**config.mk**
```make
export PLATFORM = sky130hd
export DESIGN_NAME = rr_arb_sel4
export DESIGN_NICKNAME = d
export VERILOG_FILES = /design/src/rtl/rr_arb_sel4.sv
export SDC_FILE = /design/constraint.sdc
export NUM_CORES = 1
export LEC_CHECK = 0
export CORE_MARGIN = 3
export CORE_UTILIZATION = 44
export CTS_CLUSTER_DIAMETER = 120
export CTS_CLUSTER_SIZE = 28
export DETAILED_ROUTE_END_ITERATION = 10
export PLACE_DENSITY = 0.81
export RECOVER_POWER = 100
export SKIP_CTS_REPAIR_TIMING = 1
export SLEW_MARGIN = 15
export SYNTH_ARGS = -nofsm -noshare
export SYNTH_HDL_FRONTEND = slang
export SYNTH_SLANG_ARGS = --single-unit
```
**constraint.sdc**
```tcl
create_clock -name clk -period 1.3 [get_ports clk]
set_input_delay 0.39 -clock clk [delete_from_list [all_inputs] [get_ports clk]]
set_output_delay 0.39 -clock clk [all_outputs]
set_load 0.01 [all_outputs]
```
**src/rtl/rr_arb_sel4.sv**
```systemverilog
// rr_arb_sel4: 4-channel round-robin arbiter producing the registered select
// for the downstream 4:1 data mux. A grant is held until the owner reports
// done, drops its request, or the hold limit expires. Every release is
// followed by one idle cycle before the next grant.
//
// state | meaning
// IDLE  | no owner; pick the next requester after `last` in rotating order
// GRANT | one channel owns the mux; hold counter advances each cycle

module rr_arb_sel4 #(
    parameter int MAX_HOLD = 16
) (
    input  logic       clk,
    input  logic       rst,
    input  logic [3:0] req,
    input  logic       done,
    output logic [3:0] grant,
    output logic [1:0] sel,
    output logic       valid,
    output logic       timeout
);

    // Hold counter width; it counts 0..MAX_HOLD-1 and never wraps.
    localparam int CW = $clog2(MAX_HOLD);

    typedef enum logic {
        IDLE  = 1'b0,
        GRANT = 1'b1
    } state_t;

    state_t          state_q,   state_d;
    logic [3:0]      grant_q,   grant_d;
    logic [1:0]      sel_q,     sel_d;
    logic            valid_q,   valid_d;
    logic            timeout_q, timeout_d;
    logic [CW-1:0]   cnt_q,     cnt_d;
    logic [1:0]      last_q,    last_d;

    logic [1:0]      win;
    logic            win_found;
    logic [1:0]      idx;

    // Rotating priority search: last+1, last+2, last+3, then last itself.
    always_comb begin
        win       = 2'd0;
        win_found = 1'b0;
        idx       = 2'd0;
        for (int k = 1; k <= 4; k++) begin
            idx = last_q + 2'(k);
            if (!win_found && req[idx]) begin
                win       = idx;
                win_found = 1'b1;
            end
        end
    end

    // Next-state and next-output computation for the arbiter FSM.
    always_comb begin
        state_d   = state_q;
        grant_d   = grant_q;
        sel_d     = sel_q;
        valid_d   = valid_q;
        timeout_d = 1'b0;
        cnt_d     = cnt_q;
        last_d    = last_q;

        case (state_q)
            IDLE: begin
                // done is meaningless without an owner and is ignored here.
                if (win_found) begin
                    state_d = GRANT;
                    grant_d = 4'b0001 << win;
                    sel_d   = win;
                    valid_d = 1'b1;
                    cnt_d   = '0;
                end else begin
                    grant_d = 4'b0000;
                    valid_d = 1'b0;
                end
            end
            GRANT: begin
                // Release keeps sel unchanged so the mux select stays stable.
                if (done || !req[sel_q]) begin
                    state_d = IDLE;
                    grant_d = 4'b0000;
                    valid_d = 1'b0;
                    last_d  = sel_q;
                end else if (cnt_q == CW'(MAX_HOLD - 1)) begin
                    state_d   = IDLE;
                    grant_d   = 4'b0000;
                    valid_d   = 1'b0;
                    last_d    = sel_q;
                    timeout_d = 1'b1;
                end else begin
                    cnt_d = cnt_q + CW'(1);
                end
            end
            default: begin
                state_d = IDLE;
                grant_d = 4'b0000;
                valid_d = 1'b0;
            end
        endcase
    end

    // State and output registers; reset leaves channel 0 at top priority.
    always_ff @(posedge clk or posedge rst) begin
        if (rst) begin
            state_q   <= IDLE;
            grant_q   <= 4'b0000;
            sel_q     <= 2'd0;
            valid_q   <= 1'b0;
            timeout_q <= 1'b0;
            cnt_q     <= '0;
            last_q    <= 2'd3;
        end else begin
            state_q   <= state_d;
            grant_q   <= grant_d;
            sel_q     <= sel_d;
            valid_q   <= valid_d;
            timeout_q <= timeout_d;
            cnt_q     <= cnt_d;
            last_q    <= last_d;
        end
    end

    assign grant   = grant_q;
    assign sel     = sel_q;
    assign valid   = valid_q;
    assign timeout = timeout_q;

endmodule

```
==> metrics.md, run 1 <==
| Metric | Value |
|---|---|
| Max stage delay on crit path | `between 0.4 and 0.5 ns` |
| Cell internal pwr | `around 1.6 mW` |
| Antenna Nets Post-Route | `0` |
| Yosys top cell by area | `dfrtp_1` |
| TritonCTS clock tree | `yes` |
| Skew final | `roughly 0.0024 ns` |
| Leak | `around 0.7 nW` |
| Layout area overhead | `59.59%` |
| Synth top area share | `0.4088` |
| Via count | `slightly above 700` |
| Post-synth EDFFs | `0` |
| DR iter-0 viols | `14` |
| Reg power frac | `0.339` |
| Slew headroom | `0.4360` |
| Final Cycle Share | `1.254` |
| #FFs+latches synth | `15` |
| WP buf/inv | `1` |
| Top-count cell post-synth | `dfrtp_1` |
| Slew Viols, Final | `0` |
| Initial core utilization | `0.4992` |
| Combinational Power Share | `0.551` |
| Largest net degree at the start of global routing | `16` |
| Worst setup margin | `-0.3299 ns` |
| RSZ-0062 raised after global routing | `true` |
| Routed wire length per instance | `around 16 um` |
| Synth Cell Area | `~800 sq um` |
| Netlist cell types | `34` |
| Cells after synthesis | `a little under 70` |
| Die width | `just under 50 um` |
| Sw Ratio | `0.3665` |
| Crit Path Max Fanout | `7` |
| Post-Syn Area per Cell | `approximately 12 sq um` |
| Diodes inserted | `0` |
| Die area | `about 2400 sq um` |
| DPL Wire Length | `1367 um` |
| Final hold vios | `0` |
| Fin area | `approximately 1300 sq um` |
| Gr ovfl total | `0` |
| Critical path's top delay family | `compound AO/OA/AOI/OAI gates` |
| Pre-CTS setup slack | `-0.5861 ns` |
| H-tree levels | `1` |
| Max cap viols | `0` |
| Synth area leaders | `dfrtp_1 (41%), dfstp_2 (6.6%), mux2i_1 (3.8%)` |
| Root Driver | `clkbuf_4` |
| Failing checks | `negative setup slack` |
| Filler cells | `between 80 and 90` |
| FP Rows | `14` |
| Initial antenna violation count | `0` |
| Initial DRT Pass Iterations | `4` |
| Area after DPL | `1121 sq um` |
| CTS Buf Count | `3` |
| Syn Nets | `slightly below 80` |
| Period minus WS final | `1.630 ns` |
| Core area | `~1600 sq um` |
| Overall routing resource usage | `0.1732` |
| Clk_lat worst skew | `0.28 ns` |
| CP cell instances | `buf_6 > mux2_4 > a22oi_4 > nor2_4 > a22o_1` |
| VDD IR max | `between 1 and 1.5 mV` |
| PortBufs | `14` |
| Sink Count | `15` |
| Warnings, synthesis | `0` |
| Ports | `15` |
| Ys async rst share | `1.000` |
| Clk pin slew, worst setup/hold paths | `~0.090 ns` |
| WP data arrival | `~1.8 ns` |
| Final setup fails | `17` |
| Layout cell share with drive strength beyond 1 | `0.4476` |
| Critical-path top delay cell | `dfrtp_2` |
| Drt via density | `about 5.5` |
| DRC Markers | `0` |
| Hold_ws | `roughly 0.49 ns` |
| Global placement routability congestion | `0.7005` |
| Final Core Density | `0.7967` |
| HP Class | `flop to flop` |
| CP Class | `flop to flop` |
| First-pass GRT wire length | `between 3000 and 4000 um` |
| Clock network fraction of design power | `0.110` |
| Ys flop type | `dfrtp_1` |
| Switch Pwr | `~0.9 mW` |
| Final net count | `about 110` |
| Vias in the first global route | `738` |
| Pwr Total | `around 2.5 mW` |
| Worst-Margin Slew | `0.8460 ns` |
| Critical Path RT | `~1.5 ns` |
| Power Dens Cells | `around 1900 nW/um^2` |
| Die Ht | `48.53 um` |
| DRT Wirelength | `between 2000 and 2500 um` |
| Critical Path Start Type | `flop` |
| Commonest cells post-synth | `dfrtp_1 (13), nor2_1 (5)` |
| Status | `complete, but fails checks` |
| Fmax | `around 610 MHz` |
| Register area share after synthesis | `0.4748` |
| Longest Clk Path Bufs | `2` |
| Critical path capture point type | `flop` |
## stage by stage
stage	std cells	setup TNS, ns
after CTS	127	-5.774
final	129	-3.529
after global routing	129	-5.465
after detailed placement	123	-7.966
after floorplan	69	-0.6840
after global placement	123	-7.247
## logic make-up (layout without fill, tap and decap cells)
logic type	count (synthesis)	in the layout	share of synthesized area
adders and majority gates	1	1	0.01572
buffers and inverters	3	39	0.01415
AOI/OAI and AO/OA	20	20	0.2091
muxes	8	8	0.1179
and+or+nand+nor	22	22	0.1683
DFF	15	15	0.4748
## power groups by stage
stage	logic [mW]	registers [mW]	clock network, mW
global route	1.46	0.858	0.309
floorplan	0.555	0.867	0
CTS	1.13	0.835	0.270
detailed placement	1.12	0.841	0
global placement	1.08	0.824	0
finish	1.35	0.833	0.270
## worst register-to-register path: cells and delay by family (launching register included)
family	cells	cell delay (ns)
and+or+nand+nor	1	0.11
DFF	1	0.44
buffers and inverters	1	0.13
AOI/OAI and AO/OA	2	0.53
muxes	1	0.31
## cells in the final DEF, fill, tap and decap left out, types with 2 or more instances in the layout
cell type       instances
mux2_4                  4
dfrtp_1                11
nand2_1                 3
dfstp_2                 2
dfrtp_2                 2
nor2_1                  3
o31ai_1                 2
inv_1                   3
clkbuf_4                3
mux2i_1                 2
buf_4                  14
nor2_4                  2
clkbuf_1                2
dlymetal6s2s_1         12
a21o_2                  2
a21oi_1                 2
buf_6                   2
a21o_1                  2
nand3_1                 2
nand2b_1                2
## area by class of cell
type | count | area [sq um] | share of cell area
multi-input combinational | 51 | 505.5 | 0.3980
sequential | 15 | 380.4 | 0.2995
timing repair buffer | 32 | 316.6 | 0.2493
tap | 24 | 30.03 | 0.02365
clock buffer | 4 | 26.28 | 0.02069
inverter | 3 | 11.26 | 0.008867
## path summary, 6_finish.rpt
kind	from	to	slack, ns	cells past startpoint
hold / removal	valid	valid	0.49	1
hold reg to reg	valid	valid	0.49	1
min in group asynchronous	rst	cnt_q[0]	0.77	3
max in group asynchronous	rst	sel[1]	-0.04	3
setup reg to reg	sel[1]	grant[3]	-0.33	5
setup / recovery	sel[1]	grant[3]	-0.33	5
## routing by layer
layer  up-vias  track usage  wire, um
li1        332            -         -
met1       348       0.2181       892
met2        25       0.2936      1094
met3         4      0.03988       108
met4         0      0.05687        31
met5         -            0         0
## registers in the layout, summed over array words and instances, names as in the netlist
| signal | count |
|---|---|
| timeout | 1 |
| state_q | 1 |
| last_q | 2 |
| sel | 2 |
| cnt_q | 4 |
| grant | 4 |
| valid | 1 |
No activity file was read; power rests on OpenSTA's default activity.
==> inputs of run 2 (changes only) <==
--- a/config.mk
+++ b/config.mk
@@ -6,11 +6,11 @@
 export NUM_CORES = 1
 export LEC_CHECK = 0
 export CORE_MARGIN = 3
-export CORE_UTILIZATION = 44
+export CORE_UTILIZATION = 48
 export CTS_CLUSTER_DIAMETER = 120
 export CTS_CLUSTER_SIZE = 28
 export DETAILED_ROUTE_END_ITERATION = 10
-export PLACE_DENSITY = 0.81
+export PLACE_DENSITY = 0.83
 export RECOVER_POWER = 100
 export SKIP_CTS_REPAIR_TIMING = 1
 export SLEW_MARGIN = 15
==> constraint.sdc (replaced) <==
create_clock -name clk -period 1.85 [get_ports clk]
set_input_delay 0.555 -clock clk [delete_from_list [all_inputs] [get_ports clk]]
set_output_delay 0.555 -clock clk [all_outputs]
set_load 0.01 [all_outputs]
==> metrics.md, run 2 (synthesis gave the netlist of run 1 again) <==
| Metric | Value |
|---|---|
| Clk_lat worst skew | `around 0.28 ns` |
| PortBufs | `14` |
| Hold_ws | `0.5007 ns` |
| Layout area overhead | `29.25%` |
| Gr ovfl total | `0` |
| Largest net degree at the start of global routing | `16` |
| Die area | `roughly 2200 sq um` |
| Critical Path Start Type | `flop` |
| Core area | `1541 sq um` |
| First-pass GRT wire length | `between 2000 and 3000 um` |
| Max stage delay on crit path | `about 0.60 ns` |
| Most common cell after layout, fill and taps aside | `dfrtp_1` |
| Multi-input gate area | `roughly 400 sq um` |
| Final setup fails | `0` |
| Die width | `46.72 um` |
| Slew headroom | `0.6212` |
| Antenna Nets Post-Route | `0` |
| Drt via density | `~5.7` |
| TritonCTS clock tree | `yes` |
| Filler cells | `about 130` |
| Ports | `15` |
| DRT Wirelength | `approximately 1700 um` |
| Leak | `~0.49 nW` |
| Fmax | `548.1 MHz` |
| Most frequent cells in the layout | `dfrtp_1 (13), clkdlybuf4s50_1 (10), buf_4 (6), nor2_1 (5)` |
| WP buf/inv | `1` |
| Sink Count | `15` |
| Final hold vios | `0` |
| Crit Path Max Fanout | `2` |
| Initial DRT Pass Iterations | `4` |
| Period minus WS final | `roughly 1.8 ns` |
| DR iter-0 viols | `19` |
| DRC Markers | `0` |
| Clk pin slew, worst setup/hold paths | `0.09 ns` |
| Storage cell area | `~380 sq um` |
| HP Class | `flop to flop` |
| CP cell instances | `dlygate4sd3_1` |
| Critical path capture point type | `output port` |
| Via count | `630` |
| Initial core utilization | `0.5162` |
| Layout cell share with drive strength beyond 1 | `0.2021` |
| Vias in the first global route | `~660` |
| Critical-path top delay cell | `dlygate4sd3_1` |
| FP Rows | `14` |
| Routed wire length per instance | `15.19 um` |
| Root Driver | `clkbuf_4` |
| H-tree levels | `1` |
| Power Dens Cells | `between 1000 and 1500 nW/um^2` |
| Die Ht | `between 40 and 50 um` |
| CP Class | `flop to output port` |
| Longest Clk Path Bufs | `2` |
| Pwr Total | `around 1.5 mW` |
| DPL Wire Length | `between 1000 and 1500 um` |
| WP data arrival | `1.27 ns` |
| Critical Path RT | `between 1 and 1.5 ns` |
| Global placement routability congestion | `between 0.7 and 0.8` |
| Critical path's top delay family | `buffers and inverters` |
| Diodes inserted | `0` |
| Initial antenna violation count | `0` |
| VDD IR max | `between 1 and 1.5 mV` |
| Slew Viols, Final | `0` |
| RSZ-0062 raised after global routing | `false` |
| Final Cycle Share | `0.9862` |
| Worst-Margin Slew | `0.5676 ns` |
| Max cap viols | `0` |
| CTS Buf Count | `3` |
| Final net count | `103` |
| Skew final | `0.004962 ns` |
| Status | `completed` |
| Overall routing resource usage | `0.1863` |
[run 2: metal layers]
layer	share of wire	routed length, um	up-vias	global-route usage
met2	0.49	825	15	0.2995
met1	0.44	737	302	0.2361
met5	0	0	-	0
met4	0.024	40	0	0.09945
li1	-	-	309	-
met3	0.040	67	4	0.03516
[run 2: cell type report]
type,instances,share of cell area
inverters,3,0.01095
clock buffers,4,0.02555
flip-flops and latches,15,0.3674
repair buffers,21,0.1861
multi-input cells,51,0.3905
well taps,16,0.01946
[run 2: report_power, final]
group          internal [mW]  switching [mW]  leakage, nW
sequential             0.463           0.109        0.191
clock                 0.0836           0.102       0.0150
combinational          0.392           0.301        0.280
total                  0.938           0.513        0.485
[run 2: worst paths after layout]
| kind | startpoint | end | slack [ns] | cells past startpoint |
|---|---|---|---|---|
| worst max-delay path | grant[2] | grant[2] | 0.03 | 1 |
| worst min-delay path | valid | valid | 0.50 | 1 |
| worst max register to register | sel[1] | last_q[0] | 0.29 | 4 |
| worst min register to register | valid | valid | 0.50 | 1 |
| max in group asynchronous | rst | last_q[0] | 0.72 | 2 |
| min in group asynchronous | rst | grant[0] | 0.75 | 2 |
[run 2: worst reg2reg max path, cell delays in order, from the launching register on]
cell and delay [ns]:
dfrtp_1 0.47, mux2_4 0.35, a22oi_1 0.21, o21ai_1 0.13, mux2_1 0.33
[run 2: per-stage QoR]
stage                     worst slack [ns]  instances  setup TNS [ns]  utilization  cell area (sq um)
final                              0.02545        110               0       0.6672               1028
after CTS                         -0.04833        110        -0.06814       0.6713               1035
after global placement             -0.1656        106          -1.584       0.6542               1008
after floorplan                     0.3376         69               0            -              795.8
after detailed placement           -0.3119        106          -2.197       0.6542               1008
after global routing               0.01069        110               0       0.6672               1028
==> inputs of run 3 (changes only) <==
--- a/config.mk
+++ b/config.mk
@@ -12,6 +12,7 @@
 export DETAILED_ROUTE_END_ITERATION = 10
 export PLACE_DENSITY = 0.83
 export RECOVER_POWER = 100
+export SETUP_SLACK_MARGIN = 0.2
 export SKIP_CTS_REPAIR_TIMING = 1
 export SLEW_MARGIN = 15
 export SYNTH_ARGS = -nofsm -noshare
==> metrics.md, run 3 (synthesis gave the netlist of run 1 again) <==
| Metric | Value |
|---|---|
| Status | `completed` |
| Routed wire length per instance | `around 16 um` |
| Core area | `roughly 1500 sq um` |
| Pre-CTS setup slack | `-0.3119 ns` |
| Clk_lat worst skew | `approximately 0.28 ns` |
| Die Ht | `~47 um` |
| Critical path's top delay family | `buffers and inverters` |
| Vias in the first global route | `~660` |
| Worst-case reg-to-reg path depth | `5` |
| Cells after DPL | `between 100 and 150` |
| Slew headroom | `0.6290` |
| Max stage delay on crit path | `0.54 ns` |
| Ports | `15` |
| Die width | `approximately 47 um` |
| DR iter-0 viols | `16` |
| CP Class | `flop to output port` |
| Initial core utilization | `0.5162` |
| Critical path capture point type | `output port` |
| Drt via density | `~5.7` |
| Filler-free cell count of the finished design | `113` |
| Hold_ws | `approximately 0.5 ns` |
| Critical Path Start Type | `flop` |
| Diodes inserted | `0` |
| CP cell instances | `clkdlybuf4s50_1` |
| FF-to-FF Start | `sel[1]` |
| HP Class | `flop to flop` |
| H-tree levels | `1` |
| TritonCTS clock tree | `yes` |
| Initial DRT Pass Iterations | `4` |
| Skew final | `0.008928 ns` |
| Power Dens Cells | `around 1400 nW/um^2` |
| WHS Path Cells | `1` |
| DPL Wire Length | `1291 um` |
| Worst-Margin Slew | `approximately 0.56 ns` |
| Min-delay src | `valid` |
| Longest Clk Path Bufs | `2` |
| Largest net degree at the start of global routing | `16` |
| Layout area overhead | `34.43%` |
| Slew Viols, Final | `0` |
| Final net count | `106` |
| Worst Hold Path EP | `valid` |
| Final Core Density | `0.6940` |
| Most frequent cells in the layout | `dfrtp_1 (12), clkdlybuf4s25_1 (7), buf_4 (7), nor2_1 (5), dlymetal6s2s_1 (5)` |
| Initial antenna violation count | `0` |
| Final setup fails | `0` |
| Via count | `roughly 650` |
| Crit Path Max Fanout | `3` |
| CTS Buf Count | `3` |
| R2r endpoint | `grant[3]` |
| Overall routing resource usage | `0.1863` |
| Sink Count | `15` |
| First-pass GRT wire length | `about 2800 um` |
| Gr ovfl total | `0` |
| Root Driver | `clkbuf_4` |
| WP data arrival | `between 1 and 1.5 ns` |
| Max cap viols | `0` |
| Period minus WS final | `1.750 ns` |
| Die area | `2182 sq um` |
| Layout cell share with drive strength beyond 1 | `0.2474` |
| Final hold vios | `0` |
| DRT Wirelength | `1762 um` |
| WP buf/inv | `1` |
| FP Rows | `14` |
| DRC Markers | `0` |
| Most common cell after layout, fill and taps aside | `dfrtp_1` |
| Fmax | `approximately 570 MHz` |
| Leak | `approximately 0.5 nW` |
| VDD IR max | `1.123 mV` |
| Global placement routability congestion | `roughly 0.74` |
| Storage cell area | `approximately 380 sq um` |
| RSZ-0062 raised after global routing | `true` |
| Critical-path top delay cell | `clkdlybuf4s50_1` |
| Worst reg2reg setup slack | `0.13 ns` |
| PortBufs | `14` |
| Antenna Nets Post-Route | `0` |
| Clk pin slew, worst setup/hold paths | `0.09 ns` |
| Pwr Total | `1.494 mW` |
| Filler cells | `around 120` |
| Final Cycle Share | `0.9461` |
| Multi-input gate area | `between 400 and 500 sq um` |
| Worst setup margin | `0.09973 ns` |
| Critical Path RT | `about 1.3 ns` |
run 3: metal layers:
metal	GRT usage	wire, um	share of wire
met3	0.03516	82	0.047
met5	0	0	0
met2	0.2995	904	0.51
met4	0.09945	31	0.018
met1	0.2361	744	0.42
run 3: report_power, final:
group / switching, mW / internal (mW) / total, mW / leakage [nW]
clock: 0.102 / 0.0838 / 0.186 / 0.0150
combinational: 0.325 / 0.418 / 0.743 / 0.301
sequential: 0.103 / 0.462 / 0.565 / 0.189
total: 0.530 / 0.964 / 1.49 / 0.505
run 3: final cells by class:
cell class              count  share of cell area
clock buffers               4             0.02456
inverters                   3             0.01053
multi-input cells          51              0.3789
flip-flops and latches     15              0.3544
well taps                  16             0.01871
repair buffers             24              0.2129
run 3: worst max path at each step:
| stage | startpoint | cells past startpoint | slack, ns | end |
|---|---|---|---|---|
| 2_1_floorplan | req[0] | 4 | 0.34 | grant[3] |
| 3_3_place_gp | req[2] | 5 | -0.17 | grant[3] |
| 3_5_place_dp | done | 5 | -0.31 | cnt_q[2] |
| 4_1_cts | sel[1] | 1 | -0.05 | sel[1] |
| 5_1_grt | sel[1] | 5 | 0.04 | grant[3] |
| 6_report | sel[1] | 1 | 0.1 | sel[1] |
run 3: metrics by stage:
stage | area (sq um) | setup TNS [ns]
6_report | 1070 | 0
5_1_grt | 1070 | 0
4_1_cts | 1035 | -0.06814
3_5_place_dp | 1008 | -2.197
3_3_place_gp | 1008 | -1.584
2_1_floorplan | 795.8 | 0
